===== src/rtl/y86_pkg.sv =====
// Shared Y86-64 definitions for the fetch stage: instruction codes, the
// fetch-state encoding and a small icode classification helper.
package y86_pkg;

  localparam logic [3:0] IHALT   = 4'h0;
  localparam logic [3:0] INOP    = 4'h1;
  localparam logic [3:0] IRRMOVQ = 4'h2;
  localparam logic [3:0] IIRMOVQ = 4'h3;
  localparam logic [3:0] IRMMOVQ = 4'h4;
  localparam logic [3:0] IMRMOVQ = 4'h5;
  localparam logic [3:0] IOPQ    = 4'h6;
  localparam logic [3:0] IJXX    = 4'h7;
  localparam logic [3:0] ICALL   = 4'h8;
  localparam logic [3:0] IRET    = 4'h9;
  localparam logic [3:0] IPUSHQ  = 4'hA;
  localparam logic [3:0] IPOPQ   = 4'hB;

  typedef enum logic [1:0] {
    ST_RUN      = 2'd0,
    ST_RET_WAIT = 2'd1,
    ST_HALT     = 2'd2
  } fetch_state_e;

  // Codes above IPOPQ do not exist; fetch stops on them exactly as on halt.
  function automatic logic is_halt_like(input logic [3:0] icode);
    return (icode == IHALT) || (icode > IPOPQ);
  endfunction

endpackage


===== src/rtl/fetch_pc_ctrl_if.sv =====
// Fetch-PC control bundle: the fetched instruction, late redirects from the
// memory and write-back stages, and the PC/status returned to the pipeline.
interface fetch_pc_ctrl_if #(
  parameter int ADDR_W = 64
);
  logic              f_valid;
  logic              f_stall;
  logic [3:0]        f_icode;
  logic [ADDR_W-1:0] f_valC;
  logic [ADDR_W-1:0] f_valP;
  logic              m_mispredict;
  logic [ADDR_W-1:0] m_valA;
  logic              w_ret;
  logic [ADDR_W-1:0] w_valM;
  logic [ADDR_W-1:0] pc;
  logic              ret_wait;
  logic              halted;
  logic              ret_flush;

  // Pipeline side: supplies the instruction and redirects, consumes the PC.
  modport master (
    output f_valid, f_stall, f_icode, f_valC, f_valP,
    output m_mispredict, m_valA, w_ret, w_valM,
    input  pc, ret_wait, halted, ret_flush
  );

  // PC controller side.
  modport slave (
    input  f_valid, f_stall, f_icode, f_valC, f_valP,
    input  m_mispredict, m_valA, w_ret, w_valM,
    output pc, ret_wait, halted, ret_flush
  );
endinterface


===== src/rtl/ret_addr_stack.sv =====
// Circular return-address stack. A push when full overwrites the oldest
// entry; a pop when empty is ignored. top is valid only while !empty.
module ret_addr_stack #(
  parameter int DEPTH = 8,
  parameter int W     = 64
) (
  input  logic         clk,
  input  logic         rst,
  input  logic         push,
  input  logic         pop,
  input  logic [W-1:0] push_data,
  output logic [W-1:0] top,
  output logic         empty
);

  localparam int PTR_W = $clog2(DEPTH);
  localparam logic [PTR_W:0] FULL_CNT = (PTR_W + 1)'(DEPTH);

  logic [W-1:0]     mem_q [DEPTH];
  logic [PTR_W-1:0] ptr_q, ptr_d;
  logic [PTR_W:0]   cnt_q, cnt_d;
  logic [PTR_W-1:0] top_idx;

  // Pointer/occupancy update; ptr_q is the next free slot, wrapping at DEPTH.
  always_comb begin
    // NOTE: every output gets a default first so no path leaves it unassigned (no latch).
    ptr_d = ptr_q;
    cnt_d = cnt_q;
    if (push) begin
      ptr_d = ptr_q + PTR_W'(1);
      if (cnt_q != FULL_CNT) cnt_d = cnt_q + (PTR_W + 1)'(1);
    end else if (pop && (cnt_q != '0)) begin
      ptr_d = ptr_q - PTR_W'(1);
      cnt_d = cnt_q - (PTR_W + 1)'(1);
    end
  end

  // Control state register.
  always_ff @(posedge clk) begin
    // NOTE: sequential state uses non-blocking assignments so all flops update together.
    if (rst) begin
      ptr_q <= '0;
      cnt_q <= '0;
    end else begin
      ptr_q <= ptr_d;
      cnt_q <= cnt_d;
    end
  end

  // Entry storage.
  always_ff @(posedge clk) begin
    // NOTE: storage is not reset; cnt_q marks which entries are meaningful.
    if (push) mem_q[ptr_q] <= push_data;
  end

  assign top_idx = ptr_q - PTR_W'(1);
  assign top     = mem_q[top_idx];
  assign empty   = (cnt_q == '0);

endmodule


===== src/rtl/fetch_pc_ctrl.sv =====
// Fetch program-counter controller for the pipelined Y86-64.
// Predicts the next PC from the fetched instruction (jXX always taken, call
// to its target) and redirects on jXX mispredicts and resolved ret targets.
// Build option FETCH_PC_RAS_EN: a return-address stack predicts ret targets;
// a wrong prediction is repaired at write-back with a ret_flush pulse.
// Without it every ret holds fetch until its target arrives from write-back.
module fetch_pc_ctrl
  import y86_pkg::*;
#(
  parameter int                ADDR_W    = 64,
  parameter logic [ADDR_W-1:0] RESET_PC  = '0,
  parameter int                RAS_DEPTH = 8
) (
  input  logic            clk,
  input  logic            rst,
  fetch_pc_ctrl_if.slave  bus
);

  if ((RAS_DEPTH < 2) || ((RAS_DEPTH & (RAS_DEPTH - 1)) != 0)) begin : g_bad_depth
    $error("RAS_DEPTH must be a power of two >= 2");
  end

  fetch_state_e      state_q, state_d;
  logic [ADDR_W-1:0] pc_q, pc_d;
  logic              ret_wait_q, ret_wait_d;
  logic              halted_q, halted_d;
  logic              redirect;
  logic              w_ret_free;

`ifdef FETCH_PC_RAS_EN
  logic              ret_flush_q, ret_flush_d;
  logic              spec_q, spec_d;
  logic [ADDR_W-1:0] spec_pc_q, spec_pc_d;
  logic              ras_push, ras_pop, ras_empty;
  logic [ADDR_W-1:0] ras_top;

  ret_addr_stack #(
    .DEPTH (RAS_DEPTH),
    .W     (ADDR_W)
  ) u_ras (
    .clk       (clk),
    .rst       (rst),
    .push      (ras_push),
    .pop       (ras_pop),
    .push_data (bus.f_valP),
    .top       (ras_top),
    .empty     (ras_empty)
  );
`endif

  // Next PC and state: mispredict, then ret resolution, then stall, then prediction.
  always_comb begin
    state_d    = state_q;
    pc_d       = pc_q;
    redirect   = 1'b0;
    w_ret_free = bus.w_ret;
`ifdef FETCH_PC_RAS_EN
    spec_d      = spec_q;
    spec_pc_d   = spec_pc_q;
    ret_flush_d = 1'b0;
    ras_push    = 1'b0;
    ras_pop     = 1'b0;
`endif

    if (bus.m_mispredict) begin
      // Everything younger than the jXX is squashed, including a halt or a
      // speculated ret, so the outstanding-ret flag goes with it.
      pc_d     = bus.m_valA;
      state_d  = ST_RUN;
      redirect = 1'b1;
`ifdef FETCH_PC_RAS_EN
      spec_d   = 1'b0;
`endif
    end
`ifdef FETCH_PC_RAS_EN
    else if (bus.w_ret && spec_q) begin
      // This w_ret resolves the speculated ret; it never releases RET_WAIT.
      w_ret_free = 1'b0;
      spec_d     = 1'b0;
      if ((bus.w_valM != spec_pc_q) && (state_q != ST_HALT)) begin
        pc_d        = bus.w_valM;
        state_d     = ST_RUN;
        ret_flush_d = 1'b1;
        redirect    = 1'b1;
      end
    end
`endif

    if (!redirect) begin
      case (state_q)
        ST_RUN: begin
          if (bus.f_valid && !bus.f_stall) begin
            if (is_halt_like(bus.f_icode)) begin
              state_d = ST_HALT;
            end else if ((bus.f_icode == IJXX) || (bus.f_icode == ICALL)) begin
              pc_d = bus.f_valC;
`ifdef FETCH_PC_RAS_EN
              ras_push = (bus.f_icode == ICALL);
`endif
            end else if (bus.f_icode == IRET) begin
`ifdef FETCH_PC_RAS_EN
              if (!ras_empty && !spec_d) begin
                pc_d      = ras_top;
                ras_pop   = 1'b1;
                spec_d    = 1'b1;
                spec_pc_d = ras_top;
              end else begin
                state_d = ST_RET_WAIT;
              end
`else
              state_d = ST_RET_WAIT;
`endif
            end else begin
              pc_d = bus.f_valP;
            end
          end
        end
        ST_RET_WAIT: begin
          if (w_ret_free) begin
            pc_d    = bus.w_valM;
            state_d = ST_RUN;
          end
        end
        default: ;
      endcase
    end

    ret_wait_d = (state_d == ST_RET_WAIT);
    halted_d   = (state_d == ST_HALT);
  end

  // PC, state and registered status flags.
  always_ff @(posedge clk) begin
    if (rst) begin
      state_q    <= ST_RUN;
      pc_q       <= RESET_PC;
      ret_wait_q <= 1'b0;
      halted_q   <= 1'b0;
    end else begin
      state_q    <= state_d;
      pc_q       <= pc_d;
      ret_wait_q <= ret_wait_d;
      halted_q   <= halted_d;
    end
  end

`ifdef FETCH_PC_RAS_EN
  // Outstanding speculated ret and the flush pulse.
  always_ff @(posedge clk) begin
    if (rst) begin
      spec_q      <= 1'b0;
      spec_pc_q   <= '0;
      ret_flush_q <= 1'b0;
    end else begin
      spec_q      <= spec_d;
      spec_pc_q   <= spec_pc_d;
      ret_flush_q <= ret_flush_d;
    end
  end

  assign bus.ret_flush = ret_flush_q;
`else
  assign bus.ret_flush = 1'b0;
`endif

  assign bus.pc       = pc_q;
  assign bus.ret_wait = ret_wait_q;
  assign bus.halted   = halted_q;

endmodule


===== src/flat_wrapper.sv =====
// flat-port wrapper written by rule: the top's interface ports become plain ports
module fetch_pc_ctrl_flat import y86_pkg::*;
#(
  parameter int                ADDR_W    = 64,
  parameter logic [ADDR_W-1:0] RESET_PC  = '0,
  parameter int                RAS_DEPTH = 8
)
  (clk, rst, bus_f_valid, bus_f_stall, bus_f_icode, bus_f_valC, bus_f_valP, bus_m_mispredict, bus_m_valA, bus_w_ret, bus_w_valM, bus_pc, bus_ret_wait, bus_halted, bus_ret_flush);
  fetch_pc_ctrl_if #(.ADDR_W(ADDR_W)) bus_i ();
  input  logic clk;
  input  logic rst;
  input wire logic [$bits(bus_i.f_valid)-1:0] bus_f_valid;
  input wire logic [$bits(bus_i.f_stall)-1:0] bus_f_stall;
  input wire logic [$bits(bus_i.f_icode)-1:0] bus_f_icode;
  input wire logic [$bits(bus_i.f_valC)-1:0] bus_f_valC;
  input wire logic [$bits(bus_i.f_valP)-1:0] bus_f_valP;
  input wire logic [$bits(bus_i.m_mispredict)-1:0] bus_m_mispredict;
  input wire logic [$bits(bus_i.m_valA)-1:0] bus_m_valA;
  input wire logic [$bits(bus_i.w_ret)-1:0] bus_w_ret;
  input wire logic [$bits(bus_i.w_valM)-1:0] bus_w_valM;
  output wire logic [$bits(bus_i.pc)-1:0] bus_pc;
  output wire logic [$bits(bus_i.ret_wait)-1:0] bus_ret_wait;
  output wire logic [$bits(bus_i.halted)-1:0] bus_halted;
  output wire logic [$bits(bus_i.ret_flush)-1:0] bus_ret_flush;
  assign bus_i.f_valid = bus_f_valid;
  assign bus_i.f_stall = bus_f_stall;
  assign bus_i.f_icode = bus_f_icode;
  assign bus_i.f_valC = bus_f_valC;
  assign bus_i.f_valP = bus_f_valP;
  assign bus_i.m_mispredict = bus_m_mispredict;
  assign bus_i.m_valA = bus_m_valA;
  assign bus_i.w_ret = bus_w_ret;
  assign bus_i.w_valM = bus_w_valM;
  assign bus_pc = bus_i.pc;
  assign bus_ret_wait = bus_i.ret_wait;
  assign bus_halted = bus_i.halted;
  assign bus_ret_flush = bus_i.ret_flush;
  fetch_pc_ctrl #(.ADDR_W(ADDR_W), .RESET_PC(RESET_PC), .RAS_DEPTH(RAS_DEPTH)) u_core (.clk(clk), .rst(rst), .bus(bus_i));
endmodule

===== config.mk =====
export PLATFORM = sky130hd
export DESIGN_NAME = fetch_pc_ctrl_flat
export DESIGN_NICKNAME = d
export VERILOG_FILES = /design/src/rtl/y86_pkg.sv /design/src/rtl/fetch_pc_ctrl_if.sv /design/src/rtl/ret_addr_stack.sv /design/src/rtl/fetch_pc_ctrl.sv /design/src/flat_wrapper.sv
export SDC_FILE = /design/constraint.sdc
export NUM_CORES = 1
export LEC_CHECK = 0
export CORE_AREA = 2 2 130 132
export CTS_BUF_LIST = sky130_fd_sc_hd__clkbuf_2
export DETAILED_ROUTE_END_ITERATION = 10
export DIE_AREA = 0 0 132 134
export HOLD_SLACK_MARGIN = 0.05
export PLACE_DENSITY = 0.82
export SYNTH_ARGS = -nofsm -noshare
export SYNTH_HDL_FRONTEND = slang
export SYNTH_SLANG_ARGS = --single-unit

===== constraint.sdc =====
create_clock -name clk -period 2.2 [get_ports clk]
set_clock_uncertainty 0.15 [all_clocks]
set_input_delay 0.44 -clock clk [delete_from_list [all_inputs] [get_ports clk]]
set_output_delay 0.44 -clock clk [all_outputs]
set_load 0.02 [all_outputs]

==> metrics.yaml, run 1 <==
placementRows: 47
n_fill_cell: 1475
cts_tree: "done"
start_util: 0.3147
cts.sinks: 68
synthDistinctLibCells: 38
grt_max_degree: 52
power_density_nw_per_um2: 445.4
first_pass_iters: 8
drv_slew: 0
core-area_sq_um: 16290
area_growth_pct: 82.47
synth_nets: 871
drive_gt1_frac: 0.1289
portBuffers: 331
hold_viol: 0
vdd.ir_drop.worst_mv: 0.2270
vias: 7012
ys_seq_area_frac: 0.2656
fin_crit_sh: 0.9601
fin_ws_ps: 87.84
yosysTopAreaCellShare: 0.2656
crit_fanout: 2
crit_family: "buffers and inverters"
crit_chain: "clkdlybuf4s50_1"
cts_root_buf: "clkbuf_2"
syn-cell-area_sq_um: 5126
ant_nets: 0
grt_pass1_vias: 6942
dp_hpwl_mm: 17.79
whs_ps: 169.0
cts.path.max_buffers: 2
arrival_ps: 1520
slowest_stage: "clkdlybuf4s50_1"
required_ps: 1610
synth_top_cells_by_area: "dfxtp_1 27%, a222oi_1 12%, a22o_1 11%, a22oi_1 9.2%, o21a_1 7.2%"
yosys.area.top_type: "dfxtp_1"
seq_area_sq_um: 1361
maxCapViolations: 0
layout.nets: 1200
setup.worst_path.end_class: "primary output"
clk_pin_slew_worst_paths_ps: 230
critPathMaxStageDelay_ps: 610
ys_ff_latch: 68
gp_congestion: 0.8426
dieArea_sq_um: 17690
status: "complete, no violations"
worstSetupPathType: "reg2out"
yosys-top-cells-count: "68 x dfxtp_1, 67 x clkbuf_1, 64 x a222oi_1, 64 x a22o_1, 63 x a22oi_1"
numCtsBuffers: 9
synth_edf_count: 0
dr.first_iter.drc_count: 711
place_ws_ps: -852.6
antenna_found_initial: 1
wl_mm: 24.59
min_path_type: "in2reg"
yosys_warnings: 0
synth-main-ff-cell: "dfxtp_1"
finalSetupViolCount: 0
die_h_microns: 134
grt_pass1_wl_mm: 37.18
avgSynthCellArea_sq_um: 8.473
num_io_pins: 333
synth.most_common_cell: "dfxtp_1"
p_total_w: 0.004166
cp-start-kind: "flip-flop"
syn_inst: 605
die_x_microns: 132
track_usage: 0.2638
fin_util: 0.5742
ys_async_sr_fraction: 0
overflow: 0
htreeDepth: 3
crit_buf_inv: 1
drc: 0
multi_input_area_sq_um: 3331
fmax_mhz: 473.4
insertion_delay_ps: 560
routedWlPerCell_microns: 21.20
vias_per_cell: 6.045
post-route-min-period_ps: 2112
rsz0062_at_grt: "false"
p_leak_nw: 3.757
stage by stage:
stage	area (sq um)	std cells	TNS (ps)
final	9354	1160	0
after global placement	9131	1137	-46170
after detailed placement	9131	1137	-50290
after global routing	9354	1160	0
after CTS	9280	1155	0
after floorplan	5147	605	-1127
registers in the layout, summed over array words and instances, names as in the netlist:
name                 count
u_core.bus.ret_wait      1
u_core.state_q           2
u_core.bus.pc           64
u_core.bus.halted        1
where the power goes:
| part | switching (W) | internal (W) |
|---|---|---|
| registers | 0.0000565 | 0.00134 |
| clock network | 0.000536 | 0.000496 |
| logic | 0.000763 | 0.000974 |
cells in the final DEF, fill, tap and decap left out, drive strengths merged, types with 2 or more instances in the layout:
master / n
clkdlybuf4s50: 265
dfxtp: 68
buf: 68
a22o: 64
a222oi: 64
a22oi: 63
o21ai: 63
dlygate4sd2: 62
inv: 52
o21a: 49
a221oi: 48
mux2: 15
clkbuf: 9
a21oi: 6
nor2: 5
nor3: 5
bufinv: 3
nor4: 3
nand2b: 2
clkinv: 2
nor3b: 2
and2: 2
a311oi: 2
repair_timing:
| item | 4_1_cts | 5_1_grt |
|---|---|---|
| buffers inserted | 0 | 1 |
| gates cloned | 1 | 3 |
| hold buffers | 1 | 0 |
| resized for setup | 66 | 18 |
| pin swaps | 0 | 5 |
| endpoints found under the setup margin | 123 | 48 |
| hold endpoints to repair | 2 | 0 |
cells by family after synthesis:
kind of cell	Yosys count	share of synthesized area
buffers and inverters	131	0.09959
muxes	16	0.03490
other	1	0.0007315
and+or+nand+nor	27	0.03198
AOI/OAI and AO/OA	362	0.5672
DFF	68	0.2656
final timing paths:
check	slack [ps]	to	start	depth (start not counted)
worst min-delay path	170	u_core.bus.pc[21]	bus_m_mispredict	3
worst max register to register	260	u_core.bus.pc[2]	u_core.state_q[1]	4
worst min register to register	430	u_core.bus.pc[11]	u_core.bus.pc[11]	2
worst max-delay path	90	bus_pc[54]	u_core.bus.pc[54]	1
layout make-up:
| class | instances | share of cell area |
|---|---|---|
| Antenna cell | 1 | 0.0002675 |
| Clock buffer | 9 | 0.004815 |
| Clock inverter | 7 | 0.01324 |
| Inverter | 51 | 0.02047 |
| Multi-Input combinational cell | 406 | 0.3561 |
| Sequential cell | 68 | 0.1455 |
| Tap cell | 220 | 0.02943 |
| Timing Repair Buffer | 398 | 0.4302 |
metal layers:
| metal | vias to the layer above | track usage | part of all wire | routed length (microns) |
|---|---|---|---|---|
| met2 | 416 | 0.4612 | 0.49 | 12110 |
| met3 | 57 | 0.06349 | 0.088 | 2167 |
| met4 | 0 | 0.1353 | 0.038 | 934 |
| met5 | - | 0 | 0 | 0 |
| li1 | 3187 | - | - | - |
| met1 | 3352 | 0.2998 | 0.38 | 9379 |
No activity file was read; power rests on OpenSTA's default activity.
==> run 2, diff against run 1 <==
--- a/config.mk
+++ b/config.mk
@@ -5,12 +5,13 @@
 export SDC_FILE = /design/constraint.sdc
 export NUM_CORES = 1
 export LEC_CHECK = 0
-export CORE_AREA = 2 2 130 132
+export CORE_AREA = 2 2 128 130
 export CTS_BUF_LIST = sky130_fd_sc_hd__clkbuf_2
 export DETAILED_ROUTE_END_ITERATION = 10
-export DIE_AREA = 0 0 132 134
+export DIE_AREA = 0 0 130 132
+export DONT_BUFFER_PORTS = 1
 export HOLD_SLACK_MARGIN = 0.05
-export PLACE_DENSITY = 0.82
+export PLACE_DENSITY = 0.56
 export SYNTH_ARGS = -nofsm -noshare
 export SYNTH_HDL_FRONTEND = slang
 export SYNTH_SLANG_ARGS = --single-unit
==> run 2 against run 1 <==
Compared with the run above: critical path depth grew 7; sequential power grew 11%; clock-buffer cell count grew 1; clock power shrank 31%; via count shrank 12%; largest cell class is now multi-input combinational cells; first-iteration DRC count grew 3.5%; final cell count shrank 22%; worst hold slack lost 58 ps; global-route usage shrank 1.4 points; core utilization shrank 14 points.
==> metrics.yaml, run 2 (same netlist as run 1, synthesis figures left out) <==
status: "complete, no violations"
dr.first_iter.drc_count: 736  # +3.5%
mostFrequentLayoutCells: "115 x dlygate4sd3_1, 68 x dfxtp_1, 64 x a22o_1, 64 x a222oi_1, 63 x a22oi_1"
clk_pin_slew_worst_paths_ps: 200  # -30 ps
maxCapViolations: 0  # unchanged
arrival_ps: 2480  # +960 ps
dp_hpwl_mm: 14.04  # -21%
internal_power_w: 0.002136  # -24%
layout.nets: 947  # -21%
relSlewSlack: 0.5405
routedWlPerCell_microns: 25.09  # +18%
core-area_sq_um: 15710  # -3.5%
vias_per_cell: 6.873  # +14%
min_path_type: "in2reg"
cts.sinks: 68  # unchanged
drv_slew: 0  # unchanged
fin_util: 0.4313  # -0.1430
insertion_delay_ps: 530  # -30 ps
first_pass_iters: 9  # +1
p_leak_nw: 2.478  # -34%
required_ps: 2550  # +940 ps
clkPwrFrac: 0.218  # -0.030
ant_nets: 0  # unchanged
placedCellCount: 769  # -32%
netSwitchingPower_w: 0.001113  # -18%
numCtsBuffers: 9  # unchanged
grt_pass1_vias: 6483  # -6.6%
dieArea_sq_um: 17160  # -3.0%
cts_root_buf: "clkbuf_2"
post-route-min-period_ps: 2124  # +11.42 ps
htreeDepth: 3  # unchanged
vias: 6193  # -12%
wl_mm: 22.61  # -8.1%
die_h_microns: 132  # -1.5%
drc: 0  # unchanged
portBuffers: 0  # -100%
final_common_cell: "dlygate4sd3_1"
track_usage: 0.2493  # -0.01447
fmax_mhz: 470.9  # -0.54%
gp_congestion: 0.8432  # about the same
crit_fanout: 69  # +67
antenna_found_initial: 1  # unchanged
drive_gt1_frac: 0.1140  # -0.01483
overflow: 0  # unchanged
num_io_pins: 333  # unchanged
n_fill_cell: 1486  # +0.75%
post_cts_buffers: 0  # unchanged
area_growth_pct: 32.19
worstSetupPathType: "in2reg"
cts_tree: "done"
fin_cells: 901  # -22%
largest_register_ffs: 64  # unchanged
grt_pass1_wl_mm: 33.94  # -8.7%
setup.worst_path.end_class: "flip-flop"
finalSetupViolCount: 0  # unchanged
grt_max_degree: 70  # +35%
start_util: 0.3262  # +0.01155
placementRows: 46  # -2.1%
cts.path.max_buffers: 2  # unchanged
sw_frac_of_total: 0.3426  # +0.01726
fin_crit_sh: 0.9653  # +0.005190
power_density_nw_per_um2: 479.5  # +7.7%
die_x_microns: 130  # -1.5%
tightest_slew_ps: 687.0
cp-start-kind: "input port"
rsz0062_at_grt: "false"
vdd.ir_drop.worst_mv: 0.2741  # +21%
seq_power_share: 0.478  # +0.143
p_comb_frac: 0.304  # -0.113
hold_viol: 0  # unchanged
==> run 2: cell count changes in the layout (fill, tap and decap cells not counted), moves of 2 or more <==
cell             change
clkdlybuf4s50_1    -265
dlygate4sd3_1      +114
dlygate4sd2_1       -62
buf_4               -23
buf_12              -10
buf_6                -3
buf_16               +2
buf_2                -2
buf_8                -2
bufinv_16            -2
clkinv_1             +2
clkinv_4             -2
o21ai_0              +2
o21ai_1              -2
==> run 2: path summary, 6_finish.rpt <==
check,depth (start not counted),startpoint,endpoint,slack [ps]
hold reg to reg,2,u_core.bus.pc[11],u_core.bus.pc[11],540
hold / removal,3,bus_w_valM[11],u_core.bus.pc[11],110
setup / recovery,8,bus_f_icode[1],u_core.bus.pc[28],80
setup reg to reg,5,u_core.state_q[1],u_core.bus.pc[23],90
==> run 2: layer usage <==
layer	vias up	global-route usage	wire length, microns
li1	2675	-	-
met2	473	0.4412	11240
met3	62	0.06453	2285
met4	0	0.1201	706
met1	2983	0.2733	8377
met5	-	0	0
==> run 2: cell type report <==
cell class	instances	area, sq um	share of cell area
Antenna cell	1	2.502	0.0003693
Timing Repair Buffer	145	1533	0.2262
Sequential cell	68	1361	0.2009
Clock buffer	10	50.05	0.007386
Clock inverter	4	42.54	0.006278
Multi-Input combinational cell	406	3326	0.4908
Tap cell	216	270.3	0.03988
Inverter	51	191.4	0.02825
==> run 2: power by group through the flow <==
stage / Combinational [W] / Clock, W / Sequential (W)
final: 0.000988 / 0.000708 / 0.00155
after CTS: 0.000966 / 0.000751 / 0.00155
after floorplan: 0.000624 / 0 / 0.00154
after detailed placement: 0.000726 / 0 / 0.00158
after global placement: 0.000706 / 0 / 0.00158
after global routing: 0.00107 / 0.000789 / 0.00156
==> run 2: timing repair <==
action                                  in CTS  in global routing
gates resized for setup                      0                  2
endpoints found under the setup margin       0                 17
hold endpoints to repair                    68                  0
hold buffers                               117                  0
==> run 2: worst max-delay path, cell delays in order <==
cell and delay [ps]:
nor3b_2 350, buf_12 340, buf_4 250, a22o_1 160, a222oi_1 60, dlygate4sd3_1 570
o21ai_0 150, buf_4 120
==> run 2: through the flow <==
step	setup slack [ps]	TNS [ps]	instance area (sq um)	power, W	hold slack, ps
2_1_floorplan	-64.00	-1127	5147	0.002165	421.0
3_3_place_gp	-253.3	-12860	5465	0.002284	370.7
3_5_place_dp	-322.0	-15000	5465	0.002304	375.7
4_1_cts	64.83	0	6764	0.003270	53.06
5_1_grt	10.56	0	6777	0.003424	64.97
6_report	76.42	0	6777	0.003249	110.7
